<file path="config.mk">
export PLATFORM = sky130hd
export DESIGN_NAME = axis_frame_len_stats
export DESIGN_NICKNAME = d
export VERILOG_FILES = /design/src/rtl/axis_frame_len_stats_pkg.sv /design/src/rtl/axis_frame_len_fifo.sv /design/src/rtl/axis_frame_len_stats.sv
export SDC_FILE = /design/constraint.sdc
export NUM_CORES = 1
export LEC_CHECK = 0
export CAP_MARGIN = 40
export CORE_MARGIN = 4
export CORE_UTILIZATION = 27
export DETAILED_ROUTE_END_ITERATION = 12
export GPL_TIMING_DRIVEN = 0
export HOLD_SLACK_MARGIN = 0.02
export PLACE_DENSITY = 0.49
export SYNTH_ARGS = -nofsm -noshare
export SYNTH_HDL_FRONTEND = slang
export SYNTH_SLANG_ARGS = --single-unit
</file>
<file path="constraint.sdc">
create_clock -name clk -period 8.1 [get_ports clk]
set_input_delay 1.215 -clock clk [delete_from_list [all_inputs] [get_ports clk]]
set_output_delay 1.215 -clock clk [all_outputs]
set_load 0.01 [all_outputs]
</file>
<file path="src/rtl/axis_frame_len_stats_pkg.sv">
// Shared definitions for the AXI-Stream frame length monitor.
package axis_frame_len_stats_pkg;

  // frame_len_tuser bit positions
  localparam int unsigned TUSER_ERR   = 0;
  localparam int unsigned TUSER_SAT   = 1;
  localparam int unsigned TUSER_WIDTH = 2;

  // KEEP_MODE encodings
  localparam int unsigned KEEP_MODE_CONTIG = 0;
  localparam int unsigned KEEP_MODE_POPCNT = 1;

  // Widest tkeep the byte counter handles; narrower keeps are zero-extended
  localparam int unsigned KEEP_MAX    = 128;
  localparam int unsigned BYTES_WIDTH = 8;

  typedef enum logic {
    ST_IDLE   = 1'b0,
    ST_ACTIVE = 1'b1
  } ctrl_state_t;

  typedef struct packed {
    logic                   noncontig;
    logic [BYTES_WIDTH-1:0] bytes;
  } keep_bytes_t;

  // Byte count of one beat: low-aligned run length (contiguous) or popcount
  function automatic keep_bytes_t keep_to_bytes(input logic [KEEP_MAX-1:0] keep,
                                                input int unsigned         mode);
    logic [BYTES_WIDTH-1:0] ones;
    logic [BYTES_WIDTH-1:0] run;
    logic                   seen_zero;
    logic                   gap;
    keep_bytes_t            res;
    ones      = '0;
    run       = '0;
    seen_zero = 1'b0;
    gap       = 1'b0;
    for (int i = 0; i < KEEP_MAX; i++) begin
      if (keep[i]) begin
        ones = ones + BYTES_WIDTH'(1);
        if (seen_zero) gap = 1'b1;
        else           run = run + BYTES_WIDTH'(1);
      end else begin
        seen_zero = 1'b1;
      end
    end
    if (mode == KEEP_MODE_POPCNT) begin
      res.bytes     = ones;
      res.noncontig = 1'b0;
    end else begin
      res.bytes     = gap ? '0 : run;
      res.noncontig = gap;
    end
    return res;
  endfunction

endpackage

</file>
<file path="src/rtl/axis_frame_len_fifo.sv">
// Shift-register result queue; head entry is a flop, push allowed when full if popping.
module axis_frame_len_fifo #(
  parameter int unsigned WIDTH = 18,
  parameter int unsigned DEPTH = 4
) (
  input  logic             clk,
  input  logic             rst_n,
  input  logic             push,
  input  logic [WIDTH-1:0] din,
  input  logic             pop,
  output logic [WIDTH-1:0] dout,
  output logic             valid,
  output logic             full
);

  localparam int unsigned IDX_W = $clog2(DEPTH);
  localparam int unsigned CNT_W = IDX_W + 1;

  logic [WIDTH-1:0] mem [DEPTH];
  logic [CNT_W-1:0] count;
  logic [CNT_W-1:0] count_next;
  logic [CNT_W-1:0] wr_pos;
  logic             do_pop;
  logic             do_push;

  // Accepted operations, write slot and next occupancy
  always_comb begin
    do_pop     = pop && valid;
    do_push    = push && (!full || do_pop);
    wr_pos     = do_pop ? (count - CNT_W'(1)) : count;
    count_next = count;
    if (do_push && !do_pop)      count_next = count + CNT_W'(1);
    else if (do_pop && !do_push) count_next = count - CNT_W'(1);
  end

  // Storage shift on pop, write behind the last live entry on push
  always_ff @(posedge clk or negedge rst_n) begin
    if (!rst_n) begin
      for (int i = 0; i < DEPTH; i++) mem[i] <= '0;
      count <= '0;
      valid <= 1'b0;
      full  <= 1'b0;
    end else begin
      if (do_pop) begin
        for (int i = 0; i < DEPTH - 1; i++) mem[i] <= mem[i+1];
      end
      if (do_push) mem[IDX_W'(wr_pos)] <= din;
      count <= count_next;
      valid <= (count_next != '0);
      full  <= (count_next == CNT_W'(DEPTH));
    end
  end

  assign dout = mem[0];

endmodule

</file>
<file path="src/rtl/axis_frame_len_stats.sv">
// Passive AXI-Stream frame length monitor with statistics and a result queue.
module axis_frame_len_stats
  import axis_frame_len_stats_pkg::*;
#(
  parameter int unsigned DATA_WIDTH  = 64,
  parameter int unsigned KEEP_ENABLE = (DATA_WIDTH > 8) ? 1 : 0,
  parameter int unsigned KEEP_WIDTH  = DATA_WIDTH / 8,
  parameter int unsigned KEEP_MODE   = 0,
  parameter int unsigned LEN_WIDTH   = 16,
  parameter int unsigned CNT_WIDTH   = 32,
  parameter int unsigned FIFO_DEPTH  = 4
) (
  input  logic                  clk,
  input  logic                  rst_n,
  input  logic [KEEP_WIDTH-1:0] monitor_axis_tkeep,
  input  logic                  monitor_axis_tvalid,
  input  logic                  monitor_axis_tready,
  input  logic                  monitor_axis_tlast,
  input  logic                  monitor_axis_tuser,
  output logic [LEN_WIDTH-1:0]  frame_len_tdata,
  output logic [1:0]            frame_len_tuser,
  output logic                  frame_len_tvalid,
  input  logic                  frame_len_tready,
  input  logic                  stat_clear,
  output logic [CNT_WIDTH-1:0]  stat_frame_count,
  output logic [CNT_WIDTH-1:0]  stat_drop_count,
  output logic [CNT_WIDTH-1:0]  stat_err_count,
  output logic [LEN_WIDTH-1:0]  stat_len_max,
  output logic [LEN_WIDTH-1:0]  stat_len_min,
  output logic                  busy
);

  localparam int unsigned SUM_WIDTH = LEN_WIDTH + 1;
  localparam int unsigned RES_WIDTH = LEN_WIDTH + TUSER_WIDTH;
  localparam logic [LEN_WIDTH-1:0] LEN_ONES = {LEN_WIDTH{1'b1}};

  ctrl_state_t            state;
  ctrl_state_t            state_next;
  logic [LEN_WIDTH-1:0]   acc;
  logic                   err;
  logic                   sat;
  logic                   beat;
  logic                   frame_done;
  keep_bytes_t            keep_info;
  logic [BYTES_WIDTH-1:0] beat_bytes;
  logic [SUM_WIDTH-1:0]   acc_sum;
  logic                   overflow;
  logic [LEN_WIDTH-1:0]   acc_next;
  logic                   sat_next;
  logic                   err_next;
  logic [RES_WIDTH-1:0]   result;
  logic [RES_WIDTH-1:0]   head;
  logic                   fifo_full;
  logic                   pop;
  logic                   drop;

  logic [CNT_WIDTH-1:0]   frame_cnt_next;
  logic [CNT_WIDTH-1:0]   drop_cnt_next;
  logic [CNT_WIDTH-1:0]   err_cnt_next;
  logic [LEN_WIDTH-1:0]   len_max_next;
  logic [LEN_WIDTH-1:0]   len_min_next;

  // Beat byte count and saturating accumulation including the current beat
  always_comb begin
    beat       = monitor_axis_tvalid && monitor_axis_tready;
    frame_done = beat && monitor_axis_tlast;
    keep_info  = keep_to_bytes(KEEP_MAX'(monitor_axis_tkeep), KEEP_MODE);
    beat_bytes = (KEEP_ENABLE != 0) ? keep_info.bytes : BYTES_WIDTH'(1);
    acc_sum    = {1'b0, acc} + SUM_WIDTH'(beat_bytes);
    overflow   = acc_sum[LEN_WIDTH];
    acc_next   = overflow ? LEN_ONES : acc_sum[LEN_WIDTH-1:0];
    sat_next   = sat | overflow;
    err_next   = err | monitor_axis_tuser |
                 ((KEEP_ENABLE != 0) && (KEEP_MODE == KEEP_MODE_CONTIG) && keep_info.noncontig);
    result     = {err_next, sat_next, acc_next};
  end

  // Control state register
  always_ff @(posedge clk or negedge rst_n) begin
    if (!rst_n) state <= ST_IDLE;
    else        state <= state_next;
  end

  // Next state: a frame is in progress after any non-last beat
  always_comb begin
    state_next = state;
    case (state)
      ST_IDLE:   if (beat && !monitor_axis_tlast) state_next = ST_ACTIVE;
      ST_ACTIVE: if (frame_done)                  state_next = ST_IDLE;
      default:                                    state_next = ST_IDLE;
    endcase
  end

  assign busy = (state == ST_ACTIVE);

  // Per-frame accumulator and sticky flags; tlast restarts with no gap cycle
  always_ff @(posedge clk or negedge rst_n) begin
    if (!rst_n) begin
      acc <= '0;
      err <= 1'b0;
      sat <= 1'b0;
    end else if (beat) begin
      if (monitor_axis_tlast) begin
        acc <= '0;
        err <= 1'b0;
        sat <= 1'b0;
      end else begin
        acc <= acc_next;
        err <= err_next;
        sat <= sat_next;
      end
    end
  end

  assign pop  = frame_len_tvalid && frame_len_tready;
  assign drop = frame_done && fifo_full && !pop;

  axis_frame_len_fifo #(
    .WIDTH (RES_WIDTH),
    .DEPTH (FIFO_DEPTH)
  ) u_fifo (
    .clk   (clk),
    .rst_n (rst_n),
    .push  (frame_done),
    .din   (result),
    .pop   (pop),
    .dout  (head),
    .valid (frame_len_tvalid),
    .full  (fifo_full)
  );

  assign frame_len_tdata            = head[LEN_WIDTH-1:0];
  assign frame_len_tuser[TUSER_ERR] = head[LEN_WIDTH+1];
  assign frame_len_tuser[TUSER_SAT] = head[LEN_WIDTH];

  // Statistics next values: clear first, then apply a completing frame on top
  always_comb begin
    frame_cnt_next = stat_clear ? '0       : stat_frame_count;
    drop_cnt_next  = stat_clear ? '0       : stat_drop_count;
    err_cnt_next   = stat_clear ? '0       : stat_err_count;
    len_max_next   = stat_clear ? '0       : stat_len_max;
    len_min_next   = stat_clear ? LEN_ONES : stat_len_min;
    if (frame_done) begin
      frame_cnt_next = frame_cnt_next + CNT_WIDTH'(1);
      drop_cnt_next  = drop_cnt_next + CNT_WIDTH'(drop);
      err_cnt_next   = err_cnt_next + CNT_WIDTH'(err_next);
      if (acc_next > len_max_next) len_max_next = acc_next;
      if (acc_next < len_min_next) len_min_next = acc_next;
    end
  end

  // Statistics registers
  always_ff @(posedge clk or negedge rst_n) begin
    if (!rst_n) begin
      stat_frame_count <= '0;
      stat_drop_count  <= '0;
      stat_err_count   <= '0;
      stat_len_max     <= '0;
      stat_len_min     <= LEN_ONES;
    end else begin
      stat_frame_count <= frame_cnt_next;
      stat_drop_count  <= drop_cnt_next;
      stat_err_count   <= err_cnt_next;
      stat_len_max     <= len_max_next;
      stat_len_min     <= len_min_next;
    end
  end

endmodule

</file>
==> metrics.cfg <==
[drt]
drtIter0Drc=632
finalWirelength_um=37740
wl_per_cell_um=17.78
routed-via-count=10130
postRouteAntennaNets=0
drc=0
routed_via_density=4.773
first_pass_iters=5

[power_and_ir_drop]
p_leak_nw=6.910
p_per_area_nw_per_um2=204.4
vdd_drop_max_mv=0.1304
finalPower_mw=3.276

[place]
place_area_um2=14750
dp_hpwl_um=27660
gp_congestion=0.8200
dp_slack_ns=-2.061
portBuffers=160

[final_layout]
num-nets-final=1581
drive_gt1_frac=0.1078
num_antenna_cells=0
postLayoutCellArea_um2=16020
area_delta_synth_final_pct=31.25

[critical_path]
path_buf_inv=7
worstSetupPathType=in2reg
crit_path_start_kind=input pin
required_ns=8.56
worstPathMaxFanout=10
cp_slowest_stage_delay_ns=0.44
r2r_cells=22
slowest_stage=fa_1
end_kind=flop
crit_family=adder cells
crit_top_cell=ha_1
cp.arrival_ns=8.20
path_depth=40

[timing]
fin_ws_ns=0.3574
max_freq_mhz=129.2
setup_viol=0
slew-limit-headroom=0.3903
period_share=0.9559
hold_viol=0
worstMarginPinSlew_ns=0.9019
slew_violations=0
clock_skew_ns=0.01618
setup-tns-final_ns=0
period_needed_ns=7.743

[logic_synthesis]
yosysSeqAreaShare=0.4608
synth_cell_type_count=60
syn_area_per_cell_um2=9.487
synth.area.top_cells=dfrtp_1 (43%), ha_1 (5.3%), xnor2_1 (4.2%)
synth_commonest_cells=dfrtp_1 (208), nand2_1 (123), nor2_1 (111)
synth_area_leader_cell=dfrtp_1
syn_area_um2=12210
synthCells=1287
yosysMostFrequentCell=dfrtp_1
yosysWarnings=0
ys_ff_latch=224
synth_flop_cell=dfrtp_1
synth_async_sr_flop_share=1.000
synth_top_area_frac=0.4263
synth-edff-count=0

[die]
die_h_um=220.7
start_util=0.2749
die_w_um=220.7
num_rows=77
dieArea_um2=48690
ios=164
core_area_um2=44410

[cts]
worstSkewPairLatency_ns=0.54
clkTransAtPathRegs_ns=0.06
cts_tree=done
htree_levels=1
cts_buffer_depth=3
clock_sinks=224
cts-root-buf=clkbuf_16
cts_buffers=26

[global_route]
grt_pass1_wl_um=59530
grt.total_usage=0.1539
antenna_found_initial=0
grt_overflow_total=0
grt_max_degree=108
grt_pass1_vias=10350

[outcome]
outcome=finished, final reports clean

[worst_hold_path]
hp-class=reg2reg
worstHoldPathCells=1

[flow_run]
drv_cap=0

[power breakdown]
group / total, mW / internal (mW) / leakage [nW] / switching [mW]
Sequential: 1.34 / 1.26 / 3.02 / 0.0819
Combinational: 0.750 / 0.354 / 3.47 / 0.395
Clock: 1.18 / 0.703 / 0.425 / 0.478
Total: 3.28 / 2.32 / 6.91 / 0.955
[cell usage in the layout, fill, tap and decap left out, types with 5 or more instances in the layout]
cell type,count
clkinv_2,5
or3_1,18
nand2_1,122
nor3b_1,8
a21o_1,10
a211oi_1,49
nand4_1,32
nor2b_1,33
nand2b_1,28
and4_1,6
and2_1,53
clkbuf_16,27
nand3_1,37
dfstp_2,16
nor2_1,105
dfrtp_1,208
o211ai_1,5
nor3_1,16
and3_1,11
nor4_1,6
inv_1,40
clkbuf_8,7
o21ai_0,68
xnor2_1,58
buf_4,49
clkbuf_1,52
xor2_1,38
mux2i_1,43
buf_1,6
clkdlybuf4s50_1,156
ha_1,49
nor2_4,5
a21oi_1,82
[worst register-to-register path, stage by stage (launching register included)]
cell	delay (ns)
dfrtp_1	0.35
ha_1	0.17
inv_1	0.05
fa_1	0.40
nor2b_1	0.14
o21ai_1	0.08
nand2b_1	0.16
a31oi_4	0.14
o21a_4	0.23
nor2_4	0.22
buf_8	0.21
nor2_4	0.06
inv_1	0.09
ha_1	0.25
a21o_1	0.16
a21o_1	0.18
a21oi_2	0.18
o211a_1	0.16
o31ai_1	0.08
a21o_1	0.18
clkbuf_4	0.20
buf_6	0.19
mux2i_1	0.20
[routing by layer]
metal / GRT usage / vias to the layer above / share of wire
li1: - / 4904 / -
met1: 0.2121 / 5000 / 0.46
met2: 0.2596 / 186 / 0.48
met3: 0.02458 / 44 / 0.041
met4: 0.02704 / 0 / 0.017
met5: 0 / - / 0
[final cells by class]
cell class                 count  area [µm²]
timing repair buffer         196        1917
clock inverter                 6       55.05
multi-input combinational    945        6330
sequential                   224        5625
clock buffer                  41       798.3
inverter                      43       165.2
fill                        4460       28390
buffer                        76       392.9
tap                          592       740.7
[cell families (layout without fill, tap and decap cells)]
logic type / after synthesis / count (layout) / share of synthesized area
muxes: 48 / 48 / 0.04038
AOI/OAI and AO/OA: 242 / 242 / 0.1173
xor gates and xnor gates: 98 / 98 / 0.07256
DFF: 224 / 224 / 0.4607
buffers and inverters: 119 / 362 / 0.04325
adders and majority gates: 53 / 53 / 0.05493
other: 1 / 2 / 0.0003071
and+or+nand+nor: 502 / 502 / 0.2105
[flip-flops by register name, summed over array words and instances (netlist names), named ones only]
signal,flops
stat_drop_count,32
u_fifo.mem,36
u_fifo.valid,1
u_fifo.full,1
u_fifo.dout,18
err,1
sat,1
u_fifo.count,3
stat_len_min,16
stat_frame_count,32
acc,16
stat_len_max,16
stat_err_count,32
[worst paths after layout]
kind | start | to | slack [ns]
max | monitor_axis_tkeep[0] | stat_len_min[12] | 0.36
min | u_fifo.count[2] | u_fifo.count[2] | 0.48
max in group asynchronous | rst_n | u_fifo.dout[15] | 6.24
min reg2reg | u_fifo.count[2] | u_fifo.count[2] | 0.48
min in group asynchronous | rst_n | stat_err_count[29] | 0.60
max reg2reg | acc[0] | stat_len_min[12] | 3.94
[stage by stage]
step	hold slack [ns]	util	std cells
5_1_grt	0.5153	0.3608	2123
3_3_place_gp	0.4685	0.3293	2040
6_report	0.4809	0.3608	2123
4_1_cts	0.4879	0.3585	2118
3_5_place_dp	0.4740	0.3321	2050
2_1_floorplan	0.4486	-	1288
[repair_timing]
action,CTS,global route
setup endpoints to repair,32,32
resized for setup,41,18
buffers inserted,21,5
pin swaps,11,9
hold buffers,0,0
(Power assumes the default switching activity.)
